[config.mk]
export PLATFORM = sky130hd
export DESIGN_NAME = bram_port_arbiter
export DESIGN_NICKNAME = d
export VERILOG_FILES = /design/src/rtl/bram_arb_pkg.sv /design/src/rtl/rd_tag_pipe.sv /design/src/rtl/bram_port_arbiter.sv
export SDC_FILE = /design/constraint.sdc
export NUM_CORES = 1
export LEC_CHECK = 0
export CAP_MARGIN = 20
export CORE_AREA = 2 2 89 91
export CTS_CLUSTER_DIAMETER = 80
export CTS_CLUSTER_SIZE = 10
export DETAILED_ROUTE_END_ITERATION = 16
export DIE_AREA = 0 0 91 93
export GPL_ROUTABILITY_DRIVEN = 0
export HOLD_SLACK_MARGIN = 0.12
export PLACE_DENSITY = 0.66
export REMOVE_ABC_BUFFERS = 1
export SLEW_MARGIN = 20
export SYNTH_ARGS = -nofsm -noshare
export SYNTH_HDL_FRONTEND = slang
export SYNTH_SLANG_ARGS = --single-unit
[constraint.sdc]
create_clock -name clk -period 1.6 [get_ports clk]
set_input_delay 0.32 -clock clk [delete_from_list [all_inputs] [get_ports clk]]
set_output_delay 0.32 -clock clk [all_outputs]
set_load 0.05 [all_outputs]
[src/rtl/bram_arb_pkg.sv]
// Shared definitions for the block-RAM port arbiter: default widths, master ids
// and the read-tag record that follows a read through the RAM latency.
package bram_arb_pkg;

  localparam int ADDR_W = 8;
  localparam int DATA_W = 32;

  localparam logic M_IFETCH = 1'b0;
  localparam logic M_LSU    = 1'b1;

  typedef struct packed {
    logic valid;
    logic id;
  } rd_tag_t;

endpackage : bram_arb_pkg

[src/rtl/rd_tag_pipe.sv]
// Delay line for read tags, RD_LATENCY stages deep, so each tag leaves the pipe
// in the same cycle its data appears on the RAM output.
module rd_tag_pipe
  import bram_arb_pkg::*;
#(
  parameter int RD_LATENCY = 1
) (
  input  logic    clk,
  input  logic    rst_n,
  input  rd_tag_t i_tag,
  output rd_tag_t o_tag
);

  rd_tag_t r_stage [RD_LATENCY];
  rd_tag_t w_stage_in [RD_LATENCY];

  genvar gi;
  generate
    for (gi = 0; gi < RD_LATENCY; gi++) begin : g_stage
      if (gi == 0) begin : g_head
        assign w_stage_in[gi] = i_tag;
      end else begin : g_tail
        assign w_stage_in[gi] = r_stage[gi-1];
      end

      always_ff @(posedge clk or negedge rst_n) begin
        if (!rst_n) begin
          r_stage[gi] <= '0;
        end else begin
          r_stage[gi] <= w_stage_in[gi];
        end
      end
    end
  endgenerate

  assign o_tag = r_stage[RD_LATENCY-1];

endmodule : rd_tag_pipe

[src/rtl/bram_port_arbiter.sv]
// Round-robin sharing of one single-port block RAM between instruction fetch (m0)
// and the load/store unit (m1); read data is steered back with a per-master strobe.
module bram_port_arbiter
  import bram_arb_pkg::*;
#(
  parameter int ADDR_W     = bram_arb_pkg::ADDR_W,
  parameter int DATA_W     = bram_arb_pkg::DATA_W,
  parameter int RD_LATENCY = 1
) (
  input  logic              clk,
  input  logic              rst_n,
  input  logic              m0_req,
  input  logic              m0_we,
  input  logic [ADDR_W-1:0] m0_addr,
  input  logic [DATA_W-1:0] m0_wdata,
  input  logic              m1_req,
  input  logic              m1_we,
  input  logic [ADDR_W-1:0] m1_addr,
  input  logic [DATA_W-1:0] m1_wdata,
  output logic              m0_gnt,
  output logic              m1_gnt,
  output logic              m0_rvalid,
  output logic              m1_rvalid,
  output logic [DATA_W-1:0] m0_rdata,
  output logic [DATA_W-1:0] m1_rdata,
  output logic              ram_en,
  output logic              ram_we,
  output logic [ADDR_W-1:0] ram_addr,
  output logic [DATA_W-1:0] ram_din,
  input  logic [DATA_W-1:0] ram_dout
);

  logic    r_last_gnt;
  logic    w_gnt0;
  logic    w_gnt1;
  rd_tag_t w_tag_in;
  rd_tag_t w_tag_out;

  // On contention the master that did not win last time goes first.
  assign w_gnt0 = rst_n & m0_req & (~m1_req | (r_last_gnt == M_LSU));
  assign w_gnt1 = rst_n & m1_req & (~m0_req | (r_last_gnt == M_IFETCH));

  assign m0_gnt = w_gnt0;
  assign m1_gnt = w_gnt1;

  always_comb begin
    ram_en   = 1'b0;
    ram_we   = 1'b0;
    ram_addr = '0;
    ram_din  = '0;
    if (w_gnt0) begin
      ram_en   = 1'b1;
      ram_we   = m0_we;
      ram_addr = m0_addr;
      ram_din  = m0_wdata;
    end else if (w_gnt1) begin
      ram_en   = 1'b1;
      ram_we   = m1_we;
      ram_addr = m1_addr;
      ram_din  = m1_wdata;
    end
  end

  always_ff @(posedge clk or negedge rst_n) begin
    if (!rst_n) begin
      r_last_gnt <= M_LSU;
    end else if (w_gnt0) begin
      r_last_gnt <= M_IFETCH;
    end else if (w_gnt1) begin
      r_last_gnt <= M_LSU;
    end
  end

  assign w_tag_in.valid = ram_en & ~ram_we;
  assign w_tag_in.id    = w_gnt1 ? M_LSU : M_IFETCH;

  rd_tag_pipe #(
    .RD_LATENCY(RD_LATENCY)
  ) u_rd_tag_pipe (
    .clk  (clk),
    .rst_n(rst_n),
    .i_tag(w_tag_in),
    .o_tag(w_tag_out)
  );

  assign m0_rvalid = rst_n & w_tag_out.valid & (w_tag_out.id == M_IFETCH);
  assign m1_rvalid = rst_n & w_tag_out.valid & (w_tag_out.id == M_LSU);
  assign m0_rdata  = ram_dout;
  assign m1_rdata  = ram_dout;

endmodule : bram_port_arbiter

Word level (Yosys, flattened, before mapping)
Cells that the tools add are included.
Operators by class
  mux-type cells: 10
  bitwise logic cells: 15
  reductions and logical operators: 1
Operators with widths (count)
  $mux W32: 2
  $mux W8: 2
  $and A1 B1 Y1: 8
  $mux W1: 6
  $not A1 Y1: 5
  $or A1 B1 Y1: 2
  $reduce_bool A2 Y1: 1
Storage, ports and cells
  output and inout port bits: 110
  flip-flop bits (word level): 3

Depth between registers and ports, before layout
  word-level depth: 7
  gate-level depth with buffers: 5
  gate-level depth less buffers: 3

Modules after synthesis
From an unflattened synthesis, not the netlist that was laid out.
Unflattened totals
  cell total of the unflattened synthesis: 224
  area, all modules: 1355.0 um^2
By module, submodules not included
  bram_port_arbiter: cells each 222, instances 1, area an instance 1305.0 um^2
  rd_tag_pipe: cells each 2, instances 1, area an instance 50.0 um^2

Worst setup path after synthesis
Ideal clock, no wire load.
  path kind: register to output
  start point: register r_last_gnt
  end point: output ram_addr[0]
  path slack: -0.280 ns
  data required time: 1.280 ns
  data arrival time: 1.560 ns
  stages on the path, launching flop included: 4
  path through: dfstp_2 o21ai_4 buf_6 o22ai_1
On the way
  cells in the longest elaborated chain, start to end: 5
  elaborated cells between the ends (all ways): 7
  those cells by class: mux: 2; bitwise: 5
Ends and longest elaborated chain
  start, declared: line bram_port_arbiter.sv:33  | logic r_last_gnt;
  start signal, assigned: line bram_port_arbiter.sv:66  | r_last_gnt <= M_LSU;
  start signal, assigned: line bram_port_arbiter.sv:68  | r_last_gnt <= M_IFETCH;
  start signal, assigned: line bram_port_arbiter.sv:70  | r_last_gnt <= M_LSU;
  $not A1 Y1: line bram_port_arbiter.sv:41  | assign w_gnt1 = rst_n & m1_req & (~m0_req | (r_last_gnt == M_IFETCH));
  $or A1 B1 Y1: line bram_port_arbiter.sv:41
  $and A1 B1 Y1: line bram_port_arbiter.sv:41
  $mux W8: line bram_port_arbiter.sv:56  | end else if (w_gnt1) begin
  $mux W8 *: line bram_port_arbiter.sv:51  | if (w_gnt0) begin
  end, declared: line bram_port_arbiter.sv:28  | output logic [ADDR_W-1:0] ram_addr,
Every way passes the cells marked *; elsewhere a longest branch is shown, timed or not.

Worst setup path in the final report
  start point: register r_last_gnt
  end point: output ram_din[6]
On the way
  cells in the longest elaborated chain, start to end: 5
  elaborated cells between the ends (all ways): 7
  those cells by class: mux: 2; bitwise: 5
Ends and longest elaborated chain
  $not A1 Y1: line bram_port_arbiter.sv:41
  $or A1 B1 Y1: line bram_port_arbiter.sv:41
  $and A1 B1 Y1: line bram_port_arbiter.sv:41
  $mux W32: line bram_port_arbiter.sv:56
  $mux W32 *: line bram_port_arbiter.sv:51
  end, declared: line bram_port_arbiter.sv:29  | output logic [DATA_W-1:0] ram_din,
Marked as above.

==> impl_metrics.env <==
export IMPL_synthAdderAreaFrac=0
export IMPL_die_h_um=93
export IMPL_synth_cell_types=16
export IMPL_required_ns=1.28
export IMPL_final_max_slew_violation_count=0
export IMPL_vdd_ir_drop_worst_v=0.000211
export IMPL_fillCellCount=729
export IMPL_post_route_period_util=1.18
export IMPL_avgViaCountPerCell=4.80
export IMPL_end_kind="output port"
export IMPL_status="finished, violations left"
export IMPL_die_area_um2=8460
export IMPL_critPathLaunchType="register"
export IMPL_critPathMaxFanout=10
export IMPL_power_density_nw_per_um2=551
export IMPL_grt_first_pass_wirelength_um=13100
export IMPL_hpwl_um=7750
export IMPL_routed_wl_um=10300
export IMPL_max_cap_viol_count=0
export IMPL_ys_seq_elements=3
export IMPL_synth_mux_area_frac=0
export IMPL_rows=32
export IMPL_dieWidth_um=91
export IMPL_endpoint="ram_din[6]"
export IMPL_mostFrequentLayoutCell="nand2_1"
export IMPL_grt_ovfl_total=0
export IMPL_timing_hold_ws_ns=0.315
export IMPL_path_clk_slew_ns=0.03
export IMPL_yosys_area_share_simple=0.262
export IMPL_tightestPinTransition_ns=0.308
export IMPL_cts_root_buf="clkbuf_8"
export IMPL_ios=228
export IMPL_synth_warnings=0
export IMPL_htreeDepth=1
export IMPL_reg2reg_from="r_last_gnt"
export IMPL_cts_buffers=3
export IMPL_hold_violations=0
export IMPL_route_detailed_drc=0
export IMPL_antenna_found_initial=0
export IMPL_setup_slack_ns=-0.285
export IMPL_diodes=0
export IMPL_drtAntennaViolNets=0
export IMPL_setup_viol=43
export IMPL_initial_core_util=0.178
export IMPL_rr_worst_depth=5
export IMPL_drive_above_1_share=0.393
export IMPL_hold_path_class="input port to async pin"
export IMPL_syn_cell_area_um2=1340
export IMPL_grt_pass1_vias=1825
export IMPL_dp_cells=382
export IMPL_synth_xor_area_share=0
export IMPL_synth_top_family_by_area="buffers and inverters"
export IMPL_fmax_ghz=0.531
export IMPL_rsz0062_at_grt="yes"
export IMPL_layoutNonFillerInstCount=397
export IMPL_finalCriticalPeriod_ns=1.88
export IMPL_via_count=1905
export IMPL_path_class="register to output port"
export IMPL_first_iter_violations=62
export IMPL_skew_ns=0.00133
export IMPL_synth_compound_area_share=0.219
export IMPL_fin_nets=414
export IMPL_cts_sinks=3
export IMPL_port_buffers=131
export IMPL_cts_tree="built"
export IMPL_final_cell_mix="nand2_1, clkdlybuf4s50_1, buf_12"
export IMPL_dr_pass1_iters=4
export IMPL_r2r_end="u_rd_tag_pipe.o_tag[1]"
export IMPL_syn_instance_count=224
export IMPL_worstSkewPairLatency_ns=0.21
export IMPL_reg2reg_slack_ns=0.35
export IMPL_grt_start_max_net_pins=57
export IMPL_cp_arrival_ns=1.56
export IMPL_yosysSeqAreaShare=0.0570
export IMPL_relSlewSlack=0.795
export IMPL_clk_path_buf_depth=2
export IMPL_violations="setup timing"
export IMPL_wire_per_inst_um=26.1
export IMPL_grt_total_usage=0.216
export IMPL_core_area_um2=7530
export IMPL_syn_avg_cell_area_um2=5.98
export IMPL_p_leak_nw=1.29
export IMPL_fin_util=0.453
export IMPL_syn2layout_area_growth_pct=155
export IMPL_worstSetupStartpoint="r_last_gnt"
worst min path at each step:
stage	end	depth (start not counted)	slack (ns)	start
after floorplan	u_rd_tag_pipe.o_tag[0]	0	0.02	rst_n
after global placement	u_rd_tag_pipe.o_tag[1]	2	0.32	rst_n
after detailed placement	u_rd_tag_pipe.o_tag[1]	2	0.32	rst_n
after CTS	r_last_gnt	2	0.32	rst_n
after global routing	r_last_gnt	2	0.34	rst_n
final	r_last_gnt	2	0.32	rst_n
registers in the layout, indices dropped and copies added, names as in the netlist:
| register | count |
|---|---|
| u_rd_tag_pipe.o_tag | 2 |
| r_last_gnt | 1 |
Yosys cell counts (all sizes together):
cell type,instances,share of area
a31oi,1,0.0047
o21ai,1,0.012
o22ai,41,0.19
and3,1,0.0047
inv,2,0.0056
dfrtp,2,0.037
nor2,5,0.014
nand2,85,0.24
nand2b,1,0.0047
dfstp,1,0.020
a21oi,1,0.0037
o32ai,1,0.0065
buf,82,0.46
power by group:
part           leakage, nW  internal (mW)  total (mW)  switching [mW]
clock               0.0228          0.170       0.219          0.0489
combinational         1.23          0.796        1.56           0.767
sequential          0.0370         0.0890      0.0975         0.00852
metal layers:
metal	GRT usage	vias to the layer above	share of wire
met4	0.0972	2	0.044
met5	0.0513	-	0.0043
met2	0.343	173	0.48
met3	0.175	19	0.16
met1	0.199	879	0.31
li1	-	832	-
critical path, cell delays in order (launching register included):
cell and delay (ns):
dfstp_2 0.56, o21ai_4 0.09, bufbuf_16 0.31, o22ai_2 0.23, buf_12 0.17
kinds of logic after synthesis:
group / Yosys count
AND/OR/NAND/NOR: 92
buffers and inverters: 84
AO/OA/AOI/OAI: 45
flip-flops: 3
layout make-up:
cell class              count  area (µm²)  share of cell area
multi-input cells         137        1080               0.316
clock buffers               4        45.0              0.0132
flip-flops and latches      3        76.3              0.0224
inverters                   2        7.51             0.00220
well taps                 102         128              0.0374
repair buffers            149        2080               0.608
timing repair:
action / in CTS / in global routing
pin swaps: 1 / 1
hold endpoints to repair: 2 / 0
resized for setup: 36 / 46
setup endpoints to repair: 44 / 43
gates cloned: 4 / 3
buffers inserted: 2 / 1
hold buffers: 1 / 0
through the flow:
step | total power [mW] | setup WS, ns | TNS, ns | instance area, µm²
final | 1.88 | -0.285 | -10.13 | 3410
after global routing | 1.95 | -0.327 | -11.89 | 3410
after CTS | 1.70 | -0.308 | -11.53 | 3070
after detailed placement | 1.31 | -0.355 | -14.48 | 2710
after global placement | 1.30 | -0.336 | -14.11 | 2710
after floorplan | 0.589 | -0.692 | -29.64 | 727
(Power assumes the default switching activity.)
